==> config.mk <==
export PLATFORM = sky130hd
export DESIGN_NAME = serial_frame_rx_ctrl
export DESIGN_NICKNAME = d
export VERILOG_FILES = /design/src/rtl/serial_frame_pkg.sv /design/src/rtl/bit_shifter8.sv /design/src/rtl/serial_frame_rx_ctrl.sv
export SDC_FILE = /design/constraint.sdc
export NUM_CORES = 1
export LEC_CHECK = 0
export BUFFER_PORTS_ARGS = -buffer_cell sky130_fd_sc_hd__clkbuf_2
export CAP_MARGIN = 20
export CORE_ASPECT_RATIO = 1.4
export CORE_UTILIZATION = 45
export DETAILED_ROUTE_END_ITERATION = 7
export PLACE_DENSITY_LB_ADDON = 0.2
export SETUP_SLACK_MARGIN = 0.3
export SLEW_MARGIN = 25
export SYNTH_ARGS = -nofsm -noshare
export SYNTH_HDL_FRONTEND = slang
export SYNTH_SLANG_ARGS = --single-unit
==> constraint.sdc <==
create_clock -name clk -period 3.7 [get_ports clk]
set_input_delay 0.185 -clock clk [delete_from_list [all_inputs] [get_ports clk]]
set_output_delay 0.185 -clock clk [all_outputs]
set_load 0.02 [all_outputs]
==> src/rtl/serial_frame_pkg.sv <==
// Shared types and default parameters for the serial frame receiver.
package serial_frame_pkg;

   typedef enum logic [1:0] {HUNT, LEN, PAYLOAD, CHECK} state_e;

   localparam logic [7:0] SYNC_BYTE_DEF = 8'hA5;
   localparam int         MAX_LEN_DEF   = 16;
   localparam int         LEN_W_DEF     = 5;

endpackage

==> src/rtl/bit_shifter8.sv <==
// 8-bit serial-to-parallel shifter: sliding window, bit counter, byte-complete strobe.
module bit_shifter8 (
   input  logic       clk,
   input  logic       rst_n,
   input  logic       bit_in,
   input  logic       bit_vld,
   input  logic       clr,
   input  logic       cnt_en,
   output logic [7:0] window_nxt,
   output logic       byte_done
);

   logic [7:0] window_q, window_d;
   logic [2:0] bitcnt_q, bitcnt_d;

   // Kept as separate assigns so the clear path (which depends on byte_done) forms no comb loop.
   assign window_nxt = {window_q[6:0], bit_in};
   assign byte_done  = bit_vld && cnt_en && (bitcnt_q == 3'd7);

   always_comb begin
      window_d = window_q;
      bitcnt_d = bitcnt_q;
      if (clr) begin
         window_d = 8'h00;
         bitcnt_d = 3'd0;
      end else begin
         if (bit_vld) window_d = window_nxt;
         if (!cnt_en)      bitcnt_d = 3'd0;
         else if (bit_vld) bitcnt_d = bitcnt_q + 3'd1;
      end
   end

   always_ff @(posedge clk or negedge rst_n) begin
      if (!rst_n) begin
         window_q <= 8'h00;
         bitcnt_q <= 3'd0;
      end else begin
         window_q <= window_d;
         bitcnt_q <= bitcnt_d;
      end
   end

endmodule

==> src/rtl/serial_frame_rx_ctrl.sv <==
// Frame controller: SYNC hunt, length, payload delivery over valid/ready, XOR checksum check.
module serial_frame_rx_ctrl
   import serial_frame_pkg::*;
#(
   parameter logic [7:0] SYNC_BYTE = SYNC_BYTE_DEF,
   parameter int         MAX_LEN   = MAX_LEN_DEF,
   parameter int         LEN_W     = LEN_W_DEF
) (
   input  logic       clk,
   input  logic       rst_n,
   input  logic       bit_in,
   input  logic       bit_vld,
   input  logic       flush,
   output logic [7:0] byte_out,
   output logic       byte_vld,
   input  logic       byte_rdy,
   output logic       byte_sof,
   output logic       byte_eof,
   output logic       frame_ok,
   output logic       frame_err,
   output logic       busy
);

   localparam logic [7:0] MAX_LEN_B = 8'(MAX_LEN);

   state_e           state_q, state_d;
   logic [LEN_W-1:0] rem_q, rem_d;
   logic [7:0]       chk_q, chk_d, byte_q, byte_d;
   logic             first_q, first_d, vld_q, vld_d, sof_q, sof_d, eof_q, eof_d;
   logic             ok_q, ok_d, err_q, err_d;

   logic [7:0] win_nxt;
   logic       byte_done, sh_clr, cnt_en;

   assign cnt_en = (state_q != HUNT);
   // A finished frame also wipes the window so checksum bits cannot seed a false SYNC.
   assign sh_clr = flush || ((state_q == CHECK) && byte_done);

   bit_shifter8 u_shift (
      .clk        (clk),
      .rst_n      (rst_n),
      .bit_in     (bit_in),
      .bit_vld    (bit_vld),
      .clr        (sh_clr),
      .cnt_en     (cnt_en),
      .window_nxt (win_nxt),
      .byte_done  (byte_done)
   );

   always_comb begin
      state_d = state_q;
      rem_d   = rem_q;
      chk_d   = chk_q;
      first_d = first_q;
      byte_d  = byte_q;
      vld_d   = vld_q;
      sof_d   = sof_q;
      eof_d   = eof_q;
      ok_d    = 1'b0;
      err_d   = 1'b0;

      if (vld_q && byte_rdy) vld_d = 1'b0;

      if (flush) begin
         state_d = HUNT;
         vld_d   = 1'b0;
         chk_d   = 8'h00;
         rem_d   = '0;
      end else begin
         case (state_q)
            HUNT: if (bit_vld && (win_nxt == SYNC_BYTE)) state_d = LEN;
            LEN: if (byte_done) begin
               if ((win_nxt == 8'h00) || (win_nxt > MAX_LEN_B)) begin
                  err_d   = 1'b1;
                  state_d = HUNT;
               end else begin
                  rem_d   = win_nxt[LEN_W-1:0];
                  chk_d   = 8'h00;
                  first_d = 1'b1;
                  state_d = PAYLOAD;
               end
            end
            PAYLOAD: if (byte_done) begin
               if (vld_q && !byte_rdy) begin
                  // Consumer still owns the previous byte: keep it, drop the new one.
                  err_d   = 1'b1;
                  state_d = HUNT;
               end else begin
                  byte_d  = win_nxt;
                  vld_d   = 1'b1;
                  sof_d   = first_q;
                  eof_d   = (rem_q == LEN_W'(1));
                  chk_d   = chk_q ^ win_nxt;
                  first_d = 1'b0;
                  rem_d   = rem_q - LEN_W'(1);
                  if (rem_q == LEN_W'(1)) state_d = CHECK;
               end
            end
            CHECK: if (byte_done) begin
               ok_d    = (win_nxt == chk_q);
               err_d   = (win_nxt != chk_q);
               chk_d   = 8'h00;
               state_d = HUNT;
            end
            default: state_d = HUNT;
         endcase
      end
   end

   always_ff @(posedge clk or negedge rst_n) begin
      if (!rst_n) begin
         state_q <= HUNT;
         rem_q   <= '0;
         chk_q   <= 8'h00;
         first_q <= 1'b0;
         byte_q  <= 8'h00;
         vld_q   <= 1'b0;
         sof_q   <= 1'b0;
         eof_q   <= 1'b0;
         ok_q    <= 1'b0;
         err_q   <= 1'b0;
      end else begin
         state_q <= state_d;
         rem_q   <= rem_d;
         chk_q   <= chk_d;
         first_q <= first_d;
         byte_q  <= byte_d;
         vld_q   <= vld_d;
         sof_q   <= sof_d;
         eof_q   <= eof_d;
         ok_q    <= ok_d;
         err_q   <= err_d;
      end
   end

   assign byte_out  = byte_q;
   assign byte_vld  = vld_q;
   assign byte_sof  = sof_q;
   assign byte_eof  = eof_q;
   assign frame_ok  = ok_q;
   assign frame_err = err_q;
   assign busy      = (state_q != HUNT);

endmodule

Word level (Yosys, flattened, before mapping):

Cells that the tools add are included.

* register bits after elaboration: 39
* output and inout bits: 14
* word-level logic and storage cells: 106

* add/sub/neg operators: 2
* magnitude comparators: 1
* equal/unequal tests: 20
* mux-type cells: 47
* bitwise gates (word level): 3
* reductions and logical operators: 21

Operators by type and width (number)
* two-way mux 8 bit: 6
* two-way mux 5 bit: 5
* case mux 8 bit (3 select lines): 1
* != test 3 bit (second input constant): 7
* two-way mux 1 bit: 18
* two-way mux 2 bit: 8
* two-way mux 7 bit: 2
* AND reduction 6 bit: 2
* case mux 5 bit (2 select lines): 1
* AND reduction 5 bit: 2
* two-way mux 3 bit: 3
* equality test 8 bit: 1
* equality test 8 bit (second input constant): 1
* > comparator 8 x 5 -> 1 bit (second input constant): 1
* logical NOT 8 bit: 1
* != test 2 bit (second input constant): 4
* != test 8 bit: 1
* case mux 2 bit (4 select lines): 1
* XOR 8 bit: 1
* logical AND 1 bit: 6
* nonzero test 2 bit: 3
* equality test 5 x 1 -> 1 bit (second input constant): 1
* subtractor 5 x 1 -> 5 bit (second input constant): 1
* equality test 2 bit (second input constant): 2
* other kinds (13): 15

Logic depth before layout (Yosys ltp):

* word-level depth: 6
* depth in mapped cells: 8
* gate-level depth less buffers: 6

By module:

A second synthesis with hierarchy kept.

* cell total of the unflattened synthesis: 217
* area total of the unflattened synthesis: 2185.8 µm²

Modules (own cells, without submodules)
* serial_frame_rx_ctrl: instances 1, cells each 180, area an instance 1736.7 µm², seq. area each 725.7 µm²
* bit_shifter8: instances 1, cells each 37, area an instance 449.2 µm², seq. area each 250.2 µm²

Least setup slack after synthesis:

No wires, ideal clock.

* path kind: reg-to-reg
* start point: reg u_shift.bitcnt_q[0]
* end point: reg byte_q[0], in the netlist byte_out[0]
* library setup time: 125 ps
* arrival time: 1662 ps
* data required time: 3575 ps
* path slack: 1914 ps
* stages on the path, launching flop included: 7
* buffers on the path: 1
* clock period less this slack: 1786 ps
* cells stage by stage: dfrtp_1 > ha_1 > ha_1 > and4bb_2 > nand3_1 > buf_2 > mux2_2

* word-level cells in the longest chain between the ends: 3

RTL lines
* start, declared: line bit_shifter8.sv:14 `logic [2:0] bitcnt_q, bitcnt_d;`
* start signal, assigned: line bit_shifter8.sv:39 `bitcnt_q <= bitcnt_d;`
* equality test 3 bit: line bit_shifter8.sv:18 `assign byte_done = bit_vld && cnt_en && (bitcnt_q == 3'd7);`
* logical AND 1 bit: line bit_shifter8.sv:18
* AND reduction 4 bit (no source line)
* end signal, assigned: line serial_frame_rx_ctrl.sv:127 `byte_q <= byte_d;`
* end, declared: line serial_frame_rx_ctrl.sv:28 `logic [7:0] chk_q, chk_d, byte_q, byte_d;`

No other way between the ends.
A chain may end at the register's enable or synchronous reset.

Worst setup path after layout:

* start point: reg state_q[0]
* end point: reg chk_q[6]

* word-level cells in the longest chain between the ends: 5
* elaborated cells on any way between the ends: 15
* classes of those cells: 8 x eq/ne; 2 x mux; 5 x reduce/logical

RTL lines
* start, declared: line serial_frame_rx_ctrl.sv:26 `state_e state_q, state_d;`
* start signal, assigned: line serial_frame_rx_ctrl.sv:123 `state_q <= state_d;`
* nonzero test 2 bit: line serial_frame_rx_ctrl.sv:35 `assign cnt_en = (state_q != HUNT);`
* logical AND 1 bit (2 in a row): line bit_shifter8.sv:18
* != test 3 bit (no source line)
* AND reduction 6 bit (no source line)
* end signal, assigned: line serial_frame_rx_ctrl.sv:125 `chk_q <= chk_d;`
* end, declared: line serial_frame_rx_ctrl.sv:28

Several ways; a longest one is shown, not always the timed one.

==> summary.txt <==
Synthesis
  • Yosys top cell by area: dfrtp_1
  • FF+latch count, synth: 39
  • YS warnings: 0
  • Post-synthesis sequential area ratio: 41.94%
  • Async S/R FF share, synth: 100.0%
  • Complex-gate fraction of the synthesized area: 15.43%
  • Top area cells in the synthesized netlist: dfrtp_1 (42%), o211ai_1 (4.5%), xnor2_1 (4.5%), mux2_2 (4.4%), ha_1 (4.3%)
  • EDFF count, synth: 0
  • Synth Area in Adders: 4.301%
  • Mux share of post-synthesis cell area: 8.656%
  • Synth top area share: 41.94%
  • Primary FF master, synth: dfrtp_1
  • Distinct cell type count after synthesis: 52
  • Syn_nets: 239
  • Cells after synthesis: 225
  • Mapped cell area: 0.002327 mm^2
  • Mean area per synthesized cell: 10.34 um^2
  • Post-Synth XOR/XNOR Area: 4.516%
  • Simple-gate share of the synthesized area: 18.92%
  • Largest family of logic cells by synthesized area: simple AND/OR/NAND/NOR gates

Floorplan
  • Core Area: 0.004917 mm^2
  • Die H: 87.09 um
  • Starting Density: 47.33%
  • Die W: 62.78 um
  • Die area: 0.005468 mm^2
  • Total I/O pin count: 20
  • Num rows: 30

Clocking
  • CTS tree: done
  • Number of setup buffers added after CTS: 0
  • CTS H-tree lvls: 2
  • CTS root buffer: clkbuf_8
  • Clk_lat worst skew: 0.30 ns
  • Num CTS Buffers: 5
  • Worst-path clk slew: 0.08 ns
  • CTS sink cnt: 39
  • Max clock buf depth: 2

Final layout
  • Area Growth Syn to Fin: 8.226%
  • Share of post-route cells with drive strength above 1: 18.99%
  • ANT cells: 0
  • Final net count: 250
  • Fin cells: 301

Global route
  • Initial antenna violation count: 0
  • Total gr overflow: 0
  • Largest net degree at the start of global routing: 40
  • GRT Total Usage: 20.82%
  • Vias in the first global route: 1709
  • First-pass GRT wire length: 8.763 mm

Min path
  • Worst Hold Class: primary input to flop
  • Min-Delay Path Depth: 2
  • Critical hold path startpoint: flush
  • Hold Crit Endpoint: state_q[0]

Route
  • DR WL/cell: 17.02 um
  • Routed Antenna Nets: 0
  • WL final: 5.123 mm
  • TritonRoute pass-1 iters: 4
  • Drc violations: 0
  • Initial DRC count: 99
  • Via count: 1733
  • DR vias/cell: 5.757

Setup path
  • Worst endpoint required time: 3.92 ns
  • R2R Setup Slk: 1.25 ns
  • Worst setup EP type: flop
  • CP Launch Type: flop
  • Worst R2R Path Depth: 6
  • Critical R2R Capture: chk_q[6]
  • CP Class: flop to flop
  • Crit-path max FO: 19
  • R2r startpoint: state_q[0]
  • Critical path arrival: 2.67 ns

Timing
  • Setup Skew: 0.005723 ns
  • Unrepaired setup endpoints after global routing: no
  • Fin crit share: 66.11%
  • Final hold vios: 0
  • Final worst slack: 1.254 ns
  • Tightest Pin Transition: 0.8868 ns
  • Count of pins over their slew limit: 0
  • Fin crit period: 2.446 ns
  • Setup violators final: 0
  • Max transition margin: 40.76%
  • WHS: 0.2405 ns
  • Fmax: 408.8 MHz
  • Fin Setup TNS: 0 ns

Power
  • Total Power: 860.6 uW
  • VDD IR max: 0.2413 mV
  • Pwr/cell area: 341.7 mW/mm^2
  • Pleak: 1.088 nW

Run
  • Maxcap violations: 0

Place
  • GP Congestion: 0.8428
  • Placed Cells: 292
  • Count of buffers from port buffering: 19
  • Pre-CTS setup slack: 1.272 ns
  • HPWL Detailed: 3.547 mm

Status
  • Status: finished clean
==> worst max-delay path by stage <==
| stage | from | to | cells past startpoint |
|---|---|---|---|
| after floorplan | u_shift.bitcnt_q[0] | byte_out[0] | 6 |
| after global placement | state_q[0] | chk_q[3] | 6 |
| after detailed placement | state_q[0] | chk_q[3] | 6 |
| after CTS | state_q[0] | chk_q[6] | 6 |
| after global routing | state_q[0] | chk_q[3] | 6 |
| final | state_q[0] | chk_q[6] | 6 |
==> Yosys cell counts (all sizes together) (2+ instances only) <==
master   n
dfrtp   39
nor3     6
clkbuf   7
mux2i   10
xnor2   12
or3      2
nor4     2
o21ai    9
a21oi    5
and3b    2
nand2b   2
nand4    2
and3     3
a32o     5
nand3    3
ha       8
inv     15
o211ai  14
and4     7
nand3b   9
nand2   10
a221oi   2
mux2     9
nor2    13
buf      9
nor4b    2
==> layout make-up <==
type | instances | area (um^2)
Clock buffer | 5 | 68.82
Timing Repair Buffer | 20 | 107.6
Sequential cell | 39 | 975.9
Inverter | 16 | 60.06
Clock inverter | 3 | 20.02
Tap cell | 64 | 80.08
Fill cell | 478 | 2399
Multi-Input combinational cell | 154 | 1206
==> stage by stage <==
| stage | instance area, um^2 | util, % |
|---|---|---|
| finish | 2519 | 51.22 |
| CTS | 2506 | 50.97 |
| detailed placement | 2417 | 49.16 |
| floorplan | 2327 | - |
| global placement | 2417 | 49.16 |
| global route | 2519 | 51.22 |
==> cell families after synthesis <==
logic type               after synthesis
AND/OR/NAND/NOR                       68
AO/OA/AOI/OAI                         47
flip-flops                            39
buffers and inverters                 32
multiplexers                          19
XOR/XNOR                              12
adder cells (fa/ha/maj)                8
==> metal layers <==
metal / up-vias / global-route usage [%] / wire length [um]
met5: - / 0 / 0
li1: 845 / - / -
met3: 9 / 3.534 / 132
met4: 0 / 8.034 / 105
met2: 27 / 34.39 / 2508
met1: 852 / 27.23 / 2376
==> critical path: stages (launching register included) <==
cell and delay (ns):
dfrtp_1 0.40, inv_1 0.12, ha_1 0.53, nor2b_1 0.78
and3_1 0.25, o211a_1 0.14, a2bb2oi_1 0.15
==> state kept, by name (all words and copies together) (netlist names) <==
signal,count
byte_eof,1
byte_out,8
byte_sof,1
byte_vld,1
chk_q,8
first_q,1
frame_err,1
frame_ok,1
rem_q,5
state_q,2
u_shift.bitcnt_q,3
u_shift.window_q,7
==> power breakdown <==
part	leakage, nW	switching [mW]	total, mW	internal, mW
sequential	0.540	0.00808	0.442	0.434
combinational	0.508	0.0863	0.127	0.0403
clock	0.0402	0.161	0.292	0.131
total	1.09	0.255	0.861	0.605
==> timing repair <==
item	CTS	global route
hold endpoints to repair	0	39
hold buffers	0	1
resized for setup	0	0
==> layout by cell type, fill, tap and decap left out, drive strengths merged, types with 10 or more instances in the layout <==
cell / instances
clkbuf: 23
dfrtp: 39
inv: 15
mux2i: 10
nand2: 10
nor2: 13
o211ai: 14
xnor2: 12
No activity file was read; power rests on OpenSTA's default activity.
